$ cat src/rtl/lm07_bcd_converter.sv
// lm07_bcd_converter
// Exact signed binary-to-BCD conversion for the latched LM07/LM70 temperature,
// feeding the 7-segment decoder. Uses iterative shift-add-3 (double-dabble),
// one input bit per clock. Results are held stable between conversions so the
// display mux never sees intermediate scratch values.
//
// Parameters
//   IN_W    width of the two's-complement temperature input
//   DIGITS  number of BCD digits produced
// Ports
//   clk         system clock, rising edge
//   rst_n       asynchronous active-low reset
//   temp_in     signed temperature, integer degrees
//   temp_valid  temp_in valid; accepted when temp_valid & temp_ready
//   temp_ready  converter idle, can accept a sample
//   bcd_out     BCD digits, [3:0]=ones, [7:4]=tens, [11:8]=hundreds ...
//   sign        1 = result is negative
//   overflow    1 = |temp_in| >= 10^DIGITS; bcd_out saturated to all 9s
//   done        one-cycle pulse: bcd_out/sign/overflow just updated
module lm07_bcd_converter #(
  parameter int unsigned IN_W   = 9,
  parameter int unsigned DIGITS = 3
) (
  input  logic                  clk,
  input  logic                  rst_n,
  input  logic [IN_W-1:0]       temp_in,
  input  logic                  temp_valid,
  output logic                  temp_ready,
  output logic [4*DIGITS-1:0]   bcd_out,
  output logic                  sign,
  output logic                  overflow,
  output logic                  done
);

  localparam int unsigned BcdW = 4 * DIGITS;
  localparam int unsigned CntW = (IN_W > 1) ? $clog2(IN_W) : 1;

  typedef enum logic [1:0] {StIdle, StConv, StDone} state_e;

  state_e            state;
  logic [BcdW-1:0]   scratch;
  logic [IN_W-1:0]   mag;
  logic              neg;
  logic              ovf_flag;
  logic [CntW-1:0]   cnt;
  logic [BcdW-1:0]   adj;

  // Add-3 correction per digit, no inter-digit carry: with correct shifting a
  // digit is at most 9 here, so +3 never leaves its nibble.
  always_comb begin
    adj = scratch;
    for (int i = 0; i < int'(DIGITS); i++) begin
      if (scratch[4*i +: 4] >= 4'd5) begin
        adj[4*i +: 4] = scratch[4*i +: 4] + 4'd3;
      end
    end
  end

  always_ff @(posedge clk or negedge rst_n) begin
    if (!rst_n) begin
      state      <= StIdle;
      scratch    <= '0;
      mag        <= '0;
      neg        <= 1'b0;
      ovf_flag   <= 1'b0;
      cnt        <= '0;
      temp_ready <= 1'b1;
      bcd_out    <= '0;
      sign       <= 1'b0;
      overflow   <= 1'b0;
      done       <= 1'b0;
    end else begin
      unique case (state)
        StIdle: begin
          done <= 1'b0;
          if (temp_valid) begin
            neg        <= temp_in[IN_W-1];
            // Negate as unsigned so the most negative input yields 2^(IN_W-1).
            mag        <= temp_in[IN_W-1] ? -temp_in : temp_in;
            scratch    <= '0;
            ovf_flag   <= 1'b0;
            cnt        <= CntW'(IN_W - 1);
            temp_ready <= 1'b0;
            state      <= StConv;
          end
        end
        StConv: begin
          scratch <= {adj[BcdW-2:0], mag[IN_W-1]};
          mag     <= {mag[IN_W-2:0], 1'b0};
          // A set MSB in the corrected top digit is a carry out of the BCD range.
          if (adj[BcdW-1]) begin
            ovf_flag <= 1'b1;
          end
          cnt <= cnt - CntW'(1);
          if (cnt == '0) begin
            state <= StDone;
          end
        end
        StDone: begin
          sign       <= neg;
          overflow   <= ovf_flag;
          bcd_out    <= ovf_flag ? {DIGITS{4'h9}} : scratch;
          done       <= 1'b1;
          temp_ready <= 1'b1;
          state      <= StIdle;
        end
        default: begin
          state      <= StIdle;
          temp_ready <= 1'b1;
          done       <= 1'b0;
        end
      endcase
    end
  end

endmodule
$ cat config.mk
export PLATFORM = sky130hd
export DESIGN_NAME = lm07_bcd_converter
export DESIGN_NICKNAME = d
export VERILOG_FILES = /design/src/rtl/lm07_bcd_converter.sv
export SDC_FILE = /design/constraint.sdc
export NUM_CORES = 1
export LEC_CHECK = 0
export BUFFER_PORTS_ARGS = -buffer_cell sky130_fd_sc_hd__buf_2
export CORE_ASPECT_RATIO = 1.2
export CORE_MARGIN = 3
export CORE_UTILIZATION = 55
export CTS_CLUSTER_DIAMETER = 120
export DETAILED_ROUTE_END_ITERATION = 8
export HOLD_SLACK_MARGIN = 0.12
export PLACE_DENSITY = 0.79
export SLEW_MARGIN = 20
export SYNTH_ARGS = -nofsm -noshare
export SYNTH_HDL_FRONTEND = slang
export SYNTH_SLANG_ARGS = --single-unit
$ cat constraint.sdc
create_clock -name clk -period 1.9 [get_ports clk]
set_input_delay 0.57 -clock clk [delete_from_list [all_inputs] [get_ports clk]]
set_output_delay 0.57 -clock clk [all_outputs]
set_load 0.02 [all_outputs]
### After elaboration in Yosys (flattened, before gate mapping)

Cells that the tools add are included.

| storage, ports and cells | value |
|---|---|
| flip-flop bits (word level) | 45 |
| input bits | 12 |
| word-level logic and storage cells | 52 |

| cells by class | value |
|---|---|
| $add $sub $neg | 5 |
| $lt $le $gt $ge | 3 |
| eq/ne operators | 5 |
| multiplexer cells | 19 |
| bitwise operators | 1 |
| reduce and logical (&&, ||, !) cells | 8 |

Operators with widths:

| cell | count |
|---|---|
| $mux W12 | 2 |
| $pmux W12 S2 | 1 |
| $mux W9 | 2 |
| $pmux W9 S2 | 1 |
| $mux W4 | 4 |
| $add A4 B2 Y4 const B | 3 |
| $ge A4 B3 Y1 const B | 3 |
| $neg A9 Y9 | 1 |
| $pmux W4 S2 | 1 |
| $reduce_and A2 Y1 | 4 |
| $ne A2 B2 Y1 const B | 3 |
| $pmux W1 S2 | 3 |
| $logic_not A4 Y1 | 1 |
| $mux W2 | 2 |
| $pmux W2 S2 | 1 |
| $sub A4 B1 Y4 const B | 1 |
| $reduce_and A3 Y1 | 1 |
| $eq A2 B1 Y1 const B | 1 |
| $eq A2 B2 Y1 const B | 1 |
| $logic_not A2 Y1 | 1 |
| $mux W1 | 2 |
| $reduce_bool A2 Y1 | 1 |
| $not A1 Y1 | 1 |

### Longest topological paths before layout

Gate-level depths: netlist of run 1.

| logic depth | value |
|---|---|
| depth after elaboration | 4 |
| gate-level depth with buffers | 6 |

### Worst setup path after synthesis of run 1

Ideal clock, no wire load.

| timing | value |
|---|---|
| kind | input to register |
| start point | in temp_in[0] |
| end point | reg mag[6] |
| arrival time | 1.587 ns |
| data required time | 1.772 ns |
| slack | 0.185 ns |
| cell stages on the path | 6 |
| path buffers | 0 |
| cells stage by stage | inv_1 > ha_1 > or3b_1 > o31ai_2 > xor2_1 > a31oi_1 |

| on the way | value |
|---|---|
| cells in the longest elaborated chain, start to end | 4 |

RTL lines:

| item | RTL line | source |
|---|---|---|
| from (decl) | 26 | `input logic [IN_W-1:0] temp_in,` |
| $neg A9 Y9 | 79 | `mag <= temp_in[IN_W-1] ? -temp_in : temp_in;` |
| $mux W9 | 79 |  |
| $mux W9 | 76 | `if (temp_valid) begin` |
| $pmux W9 S2 | 73 | `unique case (state)` |
| to (signal assigned) | 79 |  |
| to (signal assigned) | 89 | `mag <= {mag[IN_W-2:0], 1'b0};` |
| to (decl) | 42 | `logic [IN_W-1:0] mag;` |

Every way passes these cells. The select of a mux whose other input is x is not followed.
A chain may end at the register's enable or synchronous reset.

### Worst setup path in the final report of run 1

| timing | value |
|---|---|
| start point | reg scratch[8] |
| end point | reg scratch[10] |

| on the way | value |
|---|---|
| cells in the longest elaborated chain, start to end | 3 |
| elaborated cells on any way between the ends | 4 |
| those cells by class | add/sub: 1; order compare: 1; mux: 2 |

RTL lines:

| item | RTL line | source |
|---|---|---|
| from (decl) | 41 | `logic [BcdW-1:0] scratch;` |
| from (signal assigned) | 88 | `scratch <= {adj[BcdW-2:0], mag[IN_W-1]};` |
| $add A4 B2 Y4 or $ge A4 B3 Y1 (tied branches) | 54, 53 |  |
| $mux W4 (*) | 53 | `if (scratch[4*i +: 4] >= 4'd5) begin` |
| $pmux W12 S2 (*) | 73 |  |

Mark *: on every way between the ends. The rest lies on a longest branch, timed or not.

==> flow_metrics.py, run 1 <==
metrics = {
    "run_status": {
        "status": "finished clean",
    },
    "pwr": {
        "swShare_pct": 39.4,
        "peakVddDrop_v": 0.000953,
        "power_mw": 3.86,
        "p_clk_share_pct": 13.7,
        "powerDensity_mw_per_mm2": 1510,
        "p_leak_nw": 1.20,
        "p_comb_share_pct": 43.2,
        "p_sw_mw": 1.52,
        "intPower_mw": 2.34,
        "p_seq_share_pct": 43.2,
    },
    "worst_hold_path": {
        "hold_class": "in2async",
    },
    "final_layout": {
        "fillers": 302,
        "antenna_cells": 0,
        "fin_nets": 283,
        "register_area_sq_mm": 0.00113,
        "finalInstanceArea_sq_mm": 0.00256,
        "drive_gt1_share_pct": 21.1,
        "syn2layout_area_growth_pct": 14.5,
        "multi_input_area_sq_mm": 0.00100,
    },
    "floorplanning": {
        "num_io_pins": 28,
        "rows": 24,
        "core_area_sq_mm": 0.00375,
        "die_h_um": 75.8,
        "die_area_sq_mm": 0.00486,
        "die_w_um": 64.2,
        "initial_core_util_pct": 59.5,
    },
    "detailed_routing": {
        "drtPass1Iterations": 4,
        "first_iter_violations": 106,
        "vias_per_cell": 5.35,
        "drc": 0,
        "postRouteAntennaNets": 0,
        "wl_um": 3920,
        "vias": 1675,
        "wire_per_inst_um": 12.5,
    },
    "job": {
        "cap_violations": 0,
    },
    "global_routing": {
        "globalRouteOverflowTotal": 0,
        "antenna_found_initial": 0,
        "track_usage_pct": 19.1,
        "grt_max_degree": 32,
        "grt_pass1_wl_um": 7350,
        "grt_pass1_vias": 1638,
    },
    "clocking": {
        "cts_made_buffers": 5,
        "post_cts_buffers": 0,
        "cts_tree": "yes",
        "cts_max_level": 2,
        "clkLatencyLatePin_ns": 0.29,
        "cts.clk_slew.worst_paths_ns": 0.07,
        "clock_sinks": 45,
        "holdBufCountCts": 0,
        "cts-resized-gates": 0,
        "cts_buffer_depth": 2,
        "root_buffer": "clkbuf_8",
    },
    "timing": {
        "clock_skew_ns": 0.00714,
        "slew-limit-headroom_pct": 75.1,
        "setup_violations": 0,
        "finalCritPeriodShare_pct": 89.8,
        "min_period_ns": 1.71,
        "rsz0062_at_grt": "false",
        "worst_pin_slew_ns": 0.374,
        "slew_viol_final": 0,
        "max_freq_mhz": 586,
        "hold_violations": 0,
    },
    "yosys": {
        "netlist_instances": 228,
        "synth_edf_count": 0,
        "syn-mean-instance-area_sq_um": 9.80,
        "syn-num-nets": 249,
        "ys_ff_latch": 45,
        "async_reset_ff_share_pct": 100,
        "yosysUniqueCellTypes": 33,
        "synthFlopType": "dfrtp_1",
        "ys_seq_area_share_pct": 50.5,
        "ys_warn_count": 0,
        "synthesis.area_sq_mm": 0.00223,
    },
    "critical_path": {
        "worstSetupEndpointType": "flip-flop",
        "critPathLaunchType": "flip-flop",
        "cp.required_ns": 2.10,
        "rrSetupSlack_ns": 0.19,
        "path_max_fanout": 5,
        "crit_arrival_ns": 1.91,
        "critical_path_class": "reg2reg",
    },
    "placement": {
        "hpwl_um": 3030,
        "io_buffers": 27,
        "placed_area_sq_mm": 0.00248,
        "place.gp.congestion": 0.734,
    },
}
worst paths after layout:
path / startpoint / endpoint / cells past startpoint
max: scratch[8] / scratch[10] / 6
min: rst_n / overflow / 1
max reg2reg: scratch[8] / scratch[10] / 6
min reg2reg: done / done / 2
max in group asynchronous: rst_n / mag[1] / 2
min in group clk: done / done / 2
cell type report:
cell class / count / share of cell area [%]
Sequential cell: 45 / 44.1
Tap cell: 52 / 2.55
Inverter: 11 / 1.62
Timing Repair Buffer: 40 / 9.59
Clock buffer: 5 / 2.69
Clock inverter: 1 / 0.196
Multi-Input combinational cell: 159 / 39.3
cells in the mapped netlist (2+ instances only):
library cell  count  area share, %
nor2_1           10            1.7
o21ai_1           3           0.67
a22o_1            3            1.2
nand3_1          12            2.7
clkbuf_1          3           0.50
ha_1              9            5.0
or4_1             2           0.67
buf_2             9            2.0
xnor2_1           5            2.0
xor2_1            8            3.1
nor2b_1           2           0.56
a22oi_1           6            2.0
nand2_1          30            5.0
nor3b_1           2           0.67
nand2b_1          8            2.2
inv_1            11            1.8
a21oi_1           4           0.90
dfrtp_1          44             49
o31ai_1           9            3.0
mux2_2            6            3.0
o21ai_0          30            6.7
cell families after synthesis:
group / Yosys count / synth area share, %
AOI/OAI and AO/OA: 60 / 16.3
xor gates and xnor gates: 13 / 5.10
adders and majority gates: 9 / 5.04
buffers and inverters: 24 / 4.59
DFF: 45 / 50.5
muxes: 7 / 3.47
and+or+nand+nor: 70 / 15.0
layout by cell type (no fill, tap or decap), types with 2 or more instances in the layout:
master    synthesis  routed
ha_1              9       9
inv_1            11      11
nand3_1          12      12
nor2_1           10      10
buf_4             0      12
xor2_1            8       8
nand2b_1          8       8
o31ai_1           9       9
nor2b_1           2       2
nor3b_1           2       2
a22o_1            3       3
nand2_1          30      30
dfrtp_1          44      44
buf_2             9      27
o21ai_1           3       3
xnor2_1           5       5
a21oi_1           4       4
a22oi_1           6       6
o21ai_0          30      30
mux2_2            6       6
or4_1             2       2
clkbuf_8          0       5
registers in the layout, indices dropped and copies added, names as in the netlist:
signal and count:
neg 1, done 1, ovf_flag 1, bcd_out 12
state 2, overflow 1, sign 1, mag 9
cnt 4, temp_ready 1, scratch 12
stage by stage:
step | TNS, ns | instances | hold WS (ns) | util (%) | worst slack [ns]
final | 0 | 313 | 0.184 | 68.1 | 0.194
after global routing | 0 | 313 | 0.197 | 68.1 | 0.0384
after CTS | 0 | 313 | 0.192 | 68.1 | 0.168
after detailed placement | -0.0216 | 307 | 0.463 | 66.1 | -0.0216
after global placement | 0 | 307 | 0.457 | 66.1 | 0.0183
after floorplan | 0 | 228 | 0.274 | - | 0.185
power by group through the flow:
stage / registers, mW / logic [mW] / clock network, mW
global placement: 1.67 / 1.63 / 0
global route: 1.73 / 1.93 / 0.573
finish: 1.67 / 1.67 / 0.528
floorplan: 1.72 / 1.12 / 0
CTS: 1.67 / 1.69 / 0.540
detailed placement: 1.69 / 1.68 / 0
layer usage:
metal | routed length, um | GRT usage [%]
met1 | 1790 | 24.5
met2 | 1930 | 33.4
met3 | 166 | 4.13
met4 | 38 | 4.93
met5 | 0 | 0
worst max-delay path, stage by stage, from the launching register on:
cell,delay [ns]
dfrtp_1,0.43
inv_1,0.11
ha_1,0.20
nand2b_1,0.07
a21oi_1,0.29
mux2_2,0.37
o21ai_0,0.14
No activity file was read; power rests on OpenSTA's default activity.
==> run 2: changes to the inputs <==
- CORE_UTILIZATION: 55 -> 50
- PLACE_DENSITY: 0.79 -> 0.73
- SLEW_MARGIN: 20 -> 10
==> flow_metrics.py, run 2 (synthesis results as in run 1) <==
metrics = {
    "run_status": {
        "status": "finished clean",
    },
    "final_layout": {
        "fillers": 415,
        "antenna_cells": 0,
        "fin_nets": 282,
        "layout_common_cells": "dfrtp_1 (44), nand2_1 (30), o21ai_0 (30)",
        "syn2layout_area_growth_pct": 15.6,
        "top_regs": "bcd_out (12), scratch (12), mag (9)",
        "final_common_cell": "dfrtp_1",
        "drive_gt1_share_pct": 21.4,
        "utilization_pct": 60.1,
    },
    "critical_path": {
        "cp.depth": 6,
        "path_cells": "inv_1 > ha_1 > nand2b_1 > a21oi_1 > mux2_2 > o21ai_0",
        "crit_arrival_ns": 1.90,
        "rr_startpoint": "scratch[8]",
        "cpLargestDelayFamily": "compound AO/OA/AOI/OAI gates",
        "worstSetupEndpointType": "flip-flop",
        "timing.rr.end": "scratch[10]",
        "path_buf_inv": 1,
        "path_max_fanout": 5,
        "rrSetupSlack_ns": 0.21,
        "reg2reg_depth": 6,
        "critPathMaxStageDelay_ns": 0.43,
        "critical_path_class": "reg2reg",
        "cp.required_ns": 2.12,
        "critPathLaunchType": "flip-flop",
        "cpMaxStageDelayCell": "dfrtp_1",
    },
    "timing": {
        "finalCritPeriodShare_pct": 88.9,
        "setup-tns-final_ns": 0,
        "min_period_ns": 1.69,
        "clock_skew_ns": 0.00297,
        "hold_violations": 0,
        "setup_violations": 0,
        "slew_viol_final": 0,
        "worst_pin_slew_ns": 0.384,
        "rsz0062_at_grt": "false",
        "slew-limit-headroom_pct": 74.4,
        "max_freq_mhz": 592,
    },
    "clocking": {
        "cts.clk_slew.worst_paths_ns": 0.08,
        "cts_tree": "yes",
        "cts-resized-gates": 0,
        "holdBufCountCts": 0,
        "root_buffer": "clkbuf_8",
        "clkLatencyLatePin_ns": 0.30,
        "post_cts_buffers": 0,
        "cts_made_buffers": 5,
        "cts_max_level": 2,
        "clock_sinks": 45,
        "cts_buffer_depth": 2,
    },
    "pwr": {
        "peakVddDrop_v": 0.000592,
        "p_leak_nw": 1.21,
        "power_mw": 3.96,
        "powerDensity_mw_per_mm2": 1540,
    },
    "detailed_routing": {
        "postRouteAntennaNets": 0,
        "vias_per_cell": 5.28,
        "first_iter_violations": 143,
        "vias": 1680,
        "wl_um": 4010,
        "drc": 0,
        "drtPass1Iterations": 4,
        "wire_per_inst_um": 12.6,
    },
    "placement": {
        "io_buffers": 27,
        "hpwl_um": 2900,
        "place.gp.congestion": 0.773,
    },
    "floorplanning": {
        "die_h_um": 79.2,
        "die_area_sq_mm": 0.00531,
        "core_area_sq_mm": 0.00429,
        "num_io_pins": 28,
        "die_w_um": 67.0,
        "initial_core_util_pct": 52.0,
        "rows": 26,
    },
    "global_routing": {
        "track_usage_pct": 17.5,
        "grt_pass1_vias": 1562,
        "globalRouteOverflowTotal": 0,
        "antenna_found_initial": 0,
        "grt_max_degree": 46,
        "grt_pass1_wl_um": 7030,
    },
    "job": {
        "cap_violations": 0,
    },
    "worst_hold_path": {
        "hold_class": "in2async",
    },
}
-- run 2: report_power, final --
part	switching, mW	internal (mW)	leakage, nW
sequential	0.316	1.35	0.560
combinational	0.915	0.744	0.595
clock	0.311	0.329	0.0542
-- run 2: final cells by class --
type / instances / area [sq um] / share of cell area [%]
repair buffers: 39 / 238 / 9.21
well taps: 56 / 70.1 / 2.71
inverters: 11 / 41.3 / 1.60
clock buffers: 7 / 96.3 / 3.73
multi-input cells: 159 / 1000 / 38.9
clock inverters: 1 / 5.00 / 0.194
flip-flops and latches: 45 / 1130 / 43.7
-- run 2: layer usage --
metal	routed length, um	global-route usage, %	part of all wire (%)	vias to the layer above
met5	0	0	0	-
met4	75	6.69	1.9	0
met3	169	4.53	4.2	6
met2	1950	29.6	49	30
met1	1810	20.9	45	798
li1	-	-	-	846
-- run 2: stage by stage --
step                      instance area, sq um  hold slack (ns)  setup slack [ns]  cells
after floorplan                           2230            0.274             0.185    228
after CTS                                 2580            0.245             0.184    318
after detailed placement                  2480            0.465            0.0244    310
after global routing                      2580            0.250            0.0391    318
final                                     2580            0.239             0.211    318
after global placement                    2480            0.457            0.0617    310
-- run 2: how the worst max path moves through the flow --
stage	startpoint	to
floorplan	temp_in[0]	mag[6]
global placement	temp_in[0]	mag[6]
detailed placement	temp_in[0]	mag[6]
CTS	scratch[8]	scratch[10]
global route	scratch[8]	scratch[10]
finish	scratch[8]	scratch[10]
==> run 3: changes to the inputs <==
- CELL_PAD_IN_SITES_DETAIL_PLACEMENT: not set -> 1
- CELL_PAD_IN_SITES_GLOBAL_PLACEMENT: not set -> 2
- CORE_UTILIZATION: 50 -> 36
- PLACE_DENSITY: 0.73 -> 0.81
==> flow_metrics.py, run 3 (synthesis results as in run 1) <==
metrics = {
    "run_status": {
        "status": "finished clean",
    },
    "clocking": {
        "root_buffer": "clkbuf_8",
        "cts_made_buffers": 5,
        "holdBufCountCts": 0,
        "clock_sinks": 45,
        "cts_buffer_depth": 2,
        "cts_tree": "yes",
        "post_cts_buffers": 0,
        "cts.clk_slew.worst_paths_ns": 0.08,
        "clkLatencyLatePin_ns": 0.30,
        "cts-resized-gates": 0,
        "cts_max_level": 2,
    },
    "timing": {
        "hold_violations": 0,
        "min_period_ns": 1.63,
        "worst_pin_slew_ns": 0.421,
        "whs_ns": 0.238,
        "slew_viol_final": 0,
        "setup_violations": 0,
        "clock_skew_ns": 0.00408,
        "finalCritPeriodShare_pct": 85.9,
        "rsz0062_at_grt": "false",
        "slew-limit-headroom_pct": 71.9,
        "max_freq_mhz": 613,
    },
    "placement": {
        "dp_cells": 337,
        "place.gp.congestion": 0.775,
        "placed_area_sq_mm": 0.00253,
        "hpwl_um": 3560,
        "io_buffers": 27,
    },
    "final_layout": {
        "antenna_cells": 0,
        "fin_cells": 345,
        "layout_common_cells": "dfrtp_1 (44), nand2_1 (30), o21ai_0 (30)",
        "finalInstanceArea_sq_mm": 0.00263,
        "fin_nets": 285,
        "drive_gt1_share_pct": 22.3,
        "syn2layout_area_growth_pct": 17.9,
        "final_common_cell": "dfrtp_1",
        "top_regs": "bcd_out (12), scratch (12), mag (9)",
    },
    "critical_path": {
        "path_max_fanout": 5,
        "critPathLaunchType": "flip-flop",
        "crit_arrival_ns": 1.85,
        "cp.required_ns": 2.12,
        "worstSetupEndpointType": "flip-flop",
        "critical_path_class": "reg2reg",
    },
    "pwr": {
        "p_clk_share_pct": 15.9,
        "swShare_pct": 39.5,
        "p_comb_share_pct": 42.9,
        "intPower_mw": 2.45,
        "p_leak_nw": 1.22,
        "p_sw_mw": 1.60,
        "p_seq_share_pct": 41.1,
        "powerDensity_mw_per_mm2": 1540,
        "peakVddDrop_v": 0.000406,
    },
    "detailed_routing": {
        "drtPass1Iterations": 4,
        "vias": 1708,
        "first_iter_violations": 99,
        "wire_per_inst_um": 13.5,
        "wl_um": 4670,
        "postRouteAntennaNets": 0,
        "drc": 0,
        "vias_per_cell": 4.95,
    },
    "global_routing": {
        "antenna_found_initial": 0,
        "globalRouteOverflowTotal": 0,
        "grt_pass1_vias": 1752,
        "grt_pass1_wl_um": 8320,
        "track_usage_pct": 14.3,
        "grt_max_degree": 46,
    },
    "floorplanning": {
        "die_h_um": 92.3,
        "num_io_pins": 28,
        "initial_core_util_pct": 38.4,
        "core_area_sq_mm": 0.00582,
        "die_area_sq_mm": 0.00719,
        "die_w_um": 77.9,
        "rows": 30,
    },
    "job": {
        "cap_violations": 0,
    },
    "worst_hold_path": {
        "hold_class": "in2async",
    },
}
==> run 3: changes by cell type in the layout (fill, tap and decap cells not counted) <==
cell,change
buf_4,+3
==> run 3: final timing paths <==
kind	from	endpoint	slack, ns	cells after the start
setup / recovery	scratch[8]	scratch[10]	0.27	6
setup reg to reg	scratch[8]	scratch[10]	0.27	6
hold / removal	rst_n	bcd_out[8]	0.24	2
max in group asynchronous	rst_n	temp_ready	1.39	2
hold reg to reg	bcd_out[11]	bcd_out[11]	0.47	2
min in group clk	bcd_out[11]	bcd_out[11]	0.47	2
==> run 3: metal layers <==
layer / part of all wire, % / global-route usage (%) / vias to the layer above / routed length (um)
met3: 3.2 / 3.14 / 5 / 151
met4: 1.4 / 4.37 / 0 / 67
li1: - / - / 853 / -
met5: 0 / 0 / - / 0
met2: 49 / 24.9 / 27 / 2290
met1: 46 / 17.7 / 823 / 2160
==> run 3: layout make-up <==
cell class                 count  area [sq um]
fill                         684          3180
sequential                    45          1130
multi-input combinational    159          1000
timing repair buffer          42           260
tap                           80           100
clock buffer                   7          96.3
inverter                      11          41.3
clock inverter                 1          5.00
==> run 3: metrics by stage <==
step                TNS [ns]  utilization, %  worst slack, ns  power [mW]
floorplan                  0               -            0.185        2.85
global placement           0            43.5           0.0468        3.38
detailed placement   -0.0560            43.5          -0.0560        3.47
CTS                        0            45.3            0.264        4.13
global route               0            45.3            0.144        4.45
finish                     0            45.3            0.268        4.05
==> run 3: worst max-delay path: stages, from the launching register on <==
cell and delay (ns):
dfrtp_1 0.44, inv_1 0.12, ha_1 0.21, nand2b_1 0.07, a21oi_1 0.20, mux2_2 0.36
o21ai_0 0.16
==> run 3: power by group through the flow <==
stage | Combinational [mW] | Sequential [mW] | Clock (mW)
2_1_floorplan | 1.12 | 1.72 | 0
3_3_place_gp | 1.71 | 1.68 | 0
3_5_place_dp | 1.78 | 1.69 | 0
4_1_cts | 1.79 | 1.67 | 0.670
5_1_grt | 2.00 | 1.73 | 0.713
6_report | 1.74 | 1.67 | 0.645
